File: src/rtl/tetris_input_conditioner_if.sv
// tetris_input_conditioner_if: raw push-button levels in, conditioned game commands out
interface tetris_input_conditioner_if;
   logic       left_i;
   logic       right_i;
   logic       rotate_i;
   logic       start_i;
   logic       left_o;
   logic       right_o;
   logic       rotate_o;
   logic       start_o;
   logic [3:0] held_o;
   modport master (
      output left_i, right_i, rotate_i, start_i,
      input  left_o, right_o, rotate_o, start_o, held_o
   );
   modport slave (
      input  left_i, right_i, rotate_i, start_i,
      output left_o, right_o, rotate_o, start_o, held_o
   );
endinterface

File: src/rtl/tetris_input_conditioner.sv
// tetris_input_conditioner: sync, debounce and pulse four buttons; left/right hold-to-repeat when TETRIS_AUTOREPEAT_EN is defined
module tetris_input_conditioner #(
   parameter int debounce_cycles_p = 10000,
   parameter int repeat_delay_p    = 200000,
   parameter int repeat_rate_p     = 50000
) (
   input logic                       clk_i,
   input logic                       reset_n_i,
   tetris_input_conditioner_if.slave bus
);
   localparam int cw_lp = $clog2(debounce_cycles_p);
   localparam logic [cw_lp-1:0] cnt_last_lp = cw_lp'(debounce_cycles_p - 1);

   // timing parameters below 2 would collapse the terminal counts onto the reset value
   if (debounce_cycles_p < 2 || repeat_delay_p < 2 || repeat_rate_p < 2) begin : g_bad_param
      $error("tetris_input_conditioner: timing parameters must be >= 2");
   end

   // channel order everywhere: {start, rotate, right, left}
   logic [3:0]       raw;
   logic [3:0]       s1_q, s1_d;
   logic [3:0]       s2_q, s2_d;
   logic [3:0]       db_q, db_d;
   logic [3:0]       rise;
   logic [3:0]       pulse_q, pulse_d;
   logic [cw_lp-1:0] cnt_q [4];
   logic [cw_lp-1:0] cnt_d [4];

   assign raw = {bus.start_i, bus.rotate_i, bus.right_i, bus.left_i};

   // two-flop synchroniser feeding a stability counter; db only follows s2 after N agreeing cycles
   always_comb begin
      s1_d = raw;
      s2_d = s1_q;
      for (int i = 0; i < 4; i++) begin
         db_d[i]  = db_q[i];
         cnt_d[i] = '0;
         rise[i]  = 1'b0;
         if (s2_q[i] != db_q[i]) begin
            if (cnt_q[i] == cnt_last_lp) begin
               db_d[i] = s2_q[i];
               rise[i] = s2_q[i];
            end else begin
               cnt_d[i] = cnt_q[i] + 1'b1;
            end
         end
      end
   end

   // synchroniser, debounce and command pulse registers
   always_ff @(posedge clk_i or negedge reset_n_i) begin
      if (!reset_n_i) begin
         s1_q    <= '0;
         s2_q    <= '0;
         db_q    <= '0;
         cnt_q   <= '{default: '0};
         pulse_q <= '0;
      end else begin
         s1_q    <= s1_d;
         s2_q    <= s2_d;
         db_q    <= db_d;
         cnt_q   <= cnt_d;
         pulse_q <= pulse_d;
      end
   end

`ifdef TETRIS_AUTOREPEAT_EN
   localparam int tmax_lp = (repeat_delay_p > repeat_rate_p) ? repeat_delay_p : repeat_rate_p;
   localparam int tw_lp   = $clog2(tmax_lp);
   localparam logic [tw_lp-1:0] delay_last_lp = tw_lp'(repeat_delay_p - 1);
   localparam logic [tw_lp-1:0] rate_last_lp  = tw_lp'(repeat_rate_p - 1);

   typedef enum logic [1:0] {IDLE, DELAY, REPEAT} rep_state_e;

   rep_state_e       st_q [2];
   rep_state_e       st_d [2];
   logic [tw_lp-1:0] t_q [2];
   logic [tw_lp-1:0] t_d [2];
   logic [1:0]       rep;
   logic             conflict;

   // repeat timers; using the incoming db level means a release edge or a second key never fires a repeat
   always_comb begin
      conflict = db_d[0] & db_d[1];
      for (int i = 0; i < 2; i++) begin
         st_d[i] = st_q[i];
         t_d[i]  = t_q[i] + 1'b1;
         rep[i]  = 1'b0;
         if (conflict || !db_d[i]) begin
            st_d[i] = IDLE;
            t_d[i]  = '0;
         end else if (st_q[i] == IDLE) begin
            st_d[i] = rise[i] ? DELAY : IDLE;
            t_d[i]  = '0;
         end else if (t_q[i] == ((st_q[i] == DELAY) ? delay_last_lp : rate_last_lp)) begin
            st_d[i] = REPEAT;
            t_d[i]  = '0;
            rep[i]  = 1'b1;
         end
      end
   end

   // autorepeat state and timer registers
   always_ff @(posedge clk_i or negedge reset_n_i) begin
      if (!reset_n_i) begin
         st_q <= '{default: IDLE};
         t_q  <= '{default: '0};
      end else begin
         st_q <= st_d;
         t_q  <= t_d;
      end
   end

   assign pulse_d = rise | {2'b00, rep};
`else
   assign pulse_d = rise;
`endif

   assign bus.left_o   = pulse_q[0];
   assign bus.right_o  = pulse_q[1];
   assign bus.rotate_o = pulse_q[2];
   assign bus.start_o  = pulse_q[3];
   assign bus.held_o   = db_q;
endmodule

File: src/flat_wrapper.sv
// flat-port wrapper written by rule: the top's interface ports become plain ports
module tetris_input_conditioner_flat 
#(
   parameter int debounce_cycles_p = 10000,
   parameter int repeat_delay_p    = 200000,
   parameter int repeat_rate_p     = 50000
)
  (clk_i, reset_n_i, bus_left_i, bus_right_i, bus_rotate_i, bus_start_i, bus_left_o, bus_right_o, bus_rotate_o, bus_start_o, bus_held_o);
  tetris_input_conditioner_if bus_i ();
  input logic clk_i;
  input logic reset_n_i;
  input wire logic [$bits(bus_i.left_i)-1:0] bus_left_i;
  input wire logic [$bits(bus_i.right_i)-1:0] bus_right_i;
  input wire logic [$bits(bus_i.rotate_i)-1:0] bus_rotate_i;
  input wire logic [$bits(bus_i.start_i)-1:0] bus_start_i;
  output wire logic [$bits(bus_i.left_o)-1:0] bus_left_o;
  output wire logic [$bits(bus_i.right_o)-1:0] bus_right_o;
  output wire logic [$bits(bus_i.rotate_o)-1:0] bus_rotate_o;
  output wire logic [$bits(bus_i.start_o)-1:0] bus_start_o;
  output wire logic [$bits(bus_i.held_o)-1:0] bus_held_o;
  assign bus_i.left_i = bus_left_i;
  assign bus_i.right_i = bus_right_i;
  assign bus_i.rotate_i = bus_rotate_i;
  assign bus_i.start_i = bus_start_i;
  assign bus_left_o = bus_i.left_o;
  assign bus_right_o = bus_i.right_o;
  assign bus_rotate_o = bus_i.rotate_o;
  assign bus_start_o = bus_i.start_o;
  assign bus_held_o = bus_i.held_o;
  tetris_input_conditioner #(.debounce_cycles_p(debounce_cycles_p), .repeat_delay_p(repeat_delay_p), .repeat_rate_p(repeat_rate_p)) u_core (.clk_i(clk_i), .reset_n_i(reset_n_i), .bus(bus_i));
endmodule
File: config.mk
export PLATFORM = sky130hd
export DESIGN_NAME = tetris_input_conditioner_flat
export DESIGN_NICKNAME = d
export VERILOG_FILES = /design/src/rtl/tetris_input_conditioner_if.sv /design/src/rtl/tetris_input_conditioner.sv /design/src/flat_wrapper.sv
export SDC_FILE = /design/constraint.sdc
export NUM_CORES = 1
export LEC_CHECK = 0
export ABC_AREA = 1
export CORE_ASPECT_RATIO = 0.5
export CORE_MARGIN = 3
export CORE_UTILIZATION = 40
export DETAILED_ROUTE_END_ITERATION = 12
export PLACE_DENSITY = 0.65
export SLEW_MARGIN = 25
export SYNTH_ARGS = -nofsm -noshare
export SYNTH_HDL_FRONTEND = slang
export SYNTH_SLANG_ARGS = --single-unit
File: constraint.sdc
create_clock -name clk_i -period 1.1 [get_ports clk_i]
set_input_delay 0.165 -clock clk_i [delete_from_list [all_inputs] [get_ports clk_i]]
set_output_delay 0.165 -clock clk_i [all_outputs]
set_load 0.01 [all_outputs]
## Yosys cells after proc, flatten, opt, wreduce, memory -nomap -nowiden

Cells that the tools add are included.

| storage, ports and cells | value |
|---|---|
| bits in registers | 72 |
| latch bits | 0 |
| RAM bits | 0 |
| bits in read-only memories | 0 |
| word-level logic and storage cells | 43 |
| memories kept | 0 |

| cells by class | value |
|---|---|
| add/subtract/negate cells | 4 |
| $mul | 0 |
| div/mod/pow operators | 0 |
| $lt $le $gt $ge | 0 |
| eq/ne operators | 8 |
| shifts and indexed selects | 0 |
| mux-type cells | 16 |
| bitwise operators | 0 |
| reductions and logical operators | 4 |

Operator list:

| cell | number |
|---|---|
| $mux W14 | 8 |
| $add A14 B1 Y14 const B | 4 |
| $eq A14 B14 Y1 const B | 4 |
| $mux W1 | 8 |
| $reduce_and A2 Y1 | 4 |
| $ne A1 B1 Y1 | 4 |

## Depth between registers and ports, before layout

| depth | value |
|---|---|
| depth after elaboration | 3 |
| depth in mapped cells | 8 |
| depth with buffers taken out | 8 |

## Worst setup path after synthesis

No wires, ideal clock.

| path | value |
|---|---|
| kind | flip-flop to flip-flop |
| start | reg u_core.cnt_q[42] in the netlist's numbering |
| end | reg u_core.cnt_q[50] in the netlist's numbering |
| setup time | 0.121 ns |
| arrival | 1.112 ns |
| required time | 0.979 ns |
| slack | -0.133 ns |
| stages on the path, launching flop included | 7 |
| path buffers | 0 |
| cell sequence | dfrtp_1 -> ha_1 -> nand3_1 -> nor2_1 -> nand2_1 -> nand2_1 -> nor2_1 |

RTL lines:

| element | line | text |
|---|---|---|
| start, declared | tetris_input_conditioner.sv:26 | `logic [cw_lp-1:0] cnt_q [4];` |
| start signal, assigned | tetris_input_conditioner.sv:62 | `cnt_q <= cnt_d;` |

==> flow_metrics.py <==
metrics = {
    "clocking": {
        "h-tree-depth": 3,
        "clock-sinks": 72,
        "clock_latency_ns": 0.34,
        "cts.clk_slew.worst_paths_ns": 0.06,
        "cts_made_buffers": 9,
        "cts_buffer_depth": 2,
        "cts-root-buf": "clkbuf_16",
        "cts_tree": "done",
    },
    "worst_setup_path": {
        "crit_arrival_ns": 1.59,
        "crit_type": "flip-flop to flip-flop",
        "startpoint_type": "flip-flop",
        "cp-end-kind": "flip-flop",
        "path_max_fanout": 4,
        "worstPathRequired_ns": 1.36,
    },
    "timing": {
        "fmax_mhz": 751,
        "fin_crit_ns": 1.33,
        "tightest_slew_ns": 0.264,
        "layout_setup_ws_ns": -0.232,
        "holdWs_ns": 0.212,
        "clock_skew_ns": 0.00547,
        "slew_viol_final": 0,
        "hold_viol_final": 0,
        "setup_viol": 59,
        "slew_headroom_pct": 82.3,
        "rsz0062_at_grt": "yes",
        "finalCritPeriodShare_pct": 121,
    },
    "synth": {
        "synth.avg_cell_area_um2": 8.16,
        "ys_types": 22,
        "netlist_area_um2": 3650,
        "ys_ff_latch": 72,
        "synth_cells": 448,
        "syn_nets": 462,
        "ys_warn_count": 0,
        "ys_seq_area_share_pct": 49.3,
    },
    "pwr": {
        "p_int_mw": 5.34,
        "p_per_area_nw_per_um2": 1150,
        "clockPowerShare_pct": 51.9,
        "power_frac_seq_pct": 40.8,
        "p_sw_mw": 1.47,
        "combPwrFrac_pct": 7.3,
        "vdd_drop_max_mv": 0.967,
        "power.total_mw": 6.82,
        "netSwitchingFraction_pct": 21.6,
        "power_leakage_nw": 2.75,
    },
    "cells_and_area": {
        "fin_util_pct": 70.5,
        "nNetsFinal": 599,
        "mostFrequentLayoutCells": "94 x buf_4, 68 x nor2_1, 57 x nand2_1, 57 x dfrtp_1, 43 x inv_1",
        "final_area_um2": 5940,
        "regArea_um2": 1820,
        "multi_input_area_um2": 2370,
        "final_common_cell": "buf_4",
        "fill_cells": 518,
        "antenna_cells": 0,
        "drive_above_1_share_pct": 50.8,
        "areaGrowthSynthToFinish_pct": 62.6,
    },
    "grt": {
        "antenna_found_initial": 0,
        "overflow": 0,
        "grt_pass1_vias": 3419,
        "track_usage_pct": 19.6,
        "grt_max_degree": 34,
        "grt_pass1_wl_um": 15800,
    },
    "die": {
        "die_h_um": 73.6,
        "io_pins": 14,
        "start_util_pct": 43.3,
        "dieWidth_um": 141,
        "core_um2": 8430,
        "die_area_um2": 10400,
        "rows": 23,
    },
    "route": {
        "initialDrtViolationCount": 368,
        "num_vias": 3582,
        "wirelength_um": 11500,
        "drc": 0,
        "wire_per_inst_um": 16.4,
        "post_drt_via_cell_ratio": 5.10,
        "ant_nets": 0,
        "drt_pass1_iterations": 5,
    },
    "place": {
        "place_hpwl_um": 5850,
        "post_dp_cell_area_um2": 4550,
        "place.gp.congestion": 0.886,
        "portBuffers": 13,
    },
    "worst_hold_path": {
        "hold_class": "input pin to asynchronous set/reset pin",
    },
    "status": {
        "violations": "negative setup slack",
        "outcome": "finished with violations",
    },
    "job": {
        "maxCapViolCount": 0,
    },
}
## cell families (layout without fill, tap and decap cells)
kind of cell | after synthesis | after routing | share of synthesized area (%)
xor gates and xnor gates | 31 | 31 | 8.05
buffers and inverters | 57 | 199 | 5.85
adders and majority gates | 8 | 8 | 2.74
DFF | 72 | 72 | 49.3
AOI/OAI and AO/OA | 14 | 14 | 2.09
and+or+nand+nor | 266 | 266 | 32.0
## critical path: stages, from the launching register on
cell     delay [ns]
dfrtp_1        0.47
nand2_2        0.19
nor2_4         0.18
buf_4          0.14
nand4_1        0.11
a21oi_2        0.16
## per-layer routing
layer	part of all wire (%)	GRT usage [%]
met5	0	0
met4	3.1	7.95
met3	4.3	4.49
met2	50	33.4
met1	43	24.4
## power groups by stage
stage | Sequential, mW | Combinational (mW) | Clock [mW]
2_1_floorplan | 2.79 | 0.117 | 0
5_1_grt | 2.78 | 0.539 | 3.70
3_5_place_dp | 2.79 | 0.307 | 0
6_report | 2.78 | 0.499 | 3.54
4_1_cts | 2.76 | 0.421 | 3.55
3_3_place_gp | 2.79 | 0.299 | 0
## flip-flops by register name, indices dropped and copies added (netlist names)
name	flops
u_core.s1_q	4
u_core.bus.held_o	4
u_core.cnt_q	56
u_core.pulse_q	4
u_core.s2_q	4
## synthesized netlist by cell type (all sizes together)
library cell,n,share of area (%)
nand2,89,9.6
or2,1,0.17
dfrtp,72,49
nand4,18,3.1
nand3b,2,0.41
a31oi,5,0.86
nor2,116,13
xor2,17,4.7
a21oi,5,0.68
xnor2,14,3.4
o21ai,4,0.55
ha,8,2.7
inv,57,5.9
nor3,7,1.1
nand3,33,4.9
## what timing repair did
item                                    CTS  global route
hold endpoints to repair                 72             0
endpoints found under the setup margin   68            67
pin swaps                                35            43
setup buffers                            23            19
gates resized for setup                 133            92
hold buffers                              1             0
## path summary, 6_finish.rpt
| kind | startpoint | end | slack [ns] | cells after the start |
|---|---|---|---|---|
| worst max-delay path | u_core.cnt_q[5] | u_core.cnt_q[12] | -0.23 | 5 |
| worst min-delay path | reset_n_i | u_core.cnt_q[39] | 0.21 | 2 |
| worst max register to register | u_core.cnt_q[5] | u_core.cnt_q[12] | -0.23 | 5 |
| worst min register to register | u_core.s1_q[3] | u_core.s2_q[3] | 0.35 | 0 |
| max in group asynchronous | reset_n_i | u_core.cnt_q[10] | 0.42 | 3 |
| min in group clk_i | bus_left_i | u_core.s1_q[0] | 0.27 | 1 |
## metrics by stage
stage / setup WS (ns) / TNS (ns) / std cells
after floorplan: -0.0758 / -1.59 / 448
after global placement: -0.192 / -3.99 / 644
after detailed placement: -0.188 / -6.09 / 644
after CTS: -0.119 / -3.40 / 684
after global routing: -0.279 / -10.30 / 702
final: -0.232 / -6.54 / 702
## cell type report
| type | instances | share of cell area [%] |
|---|---|---|
| tap | 112 | 2.36 |
| sequential | 72 | 30.6 |
| timing repair buffer | 126 | 17.3 |
| inverter | 57 | 3.68 |
| multi-input combinational | 319 | 39.9 |
| clock buffer | 12 | 4.48 |
| clock inverter | 4 | 1.66 |
(Power assumes the default switching activity.)
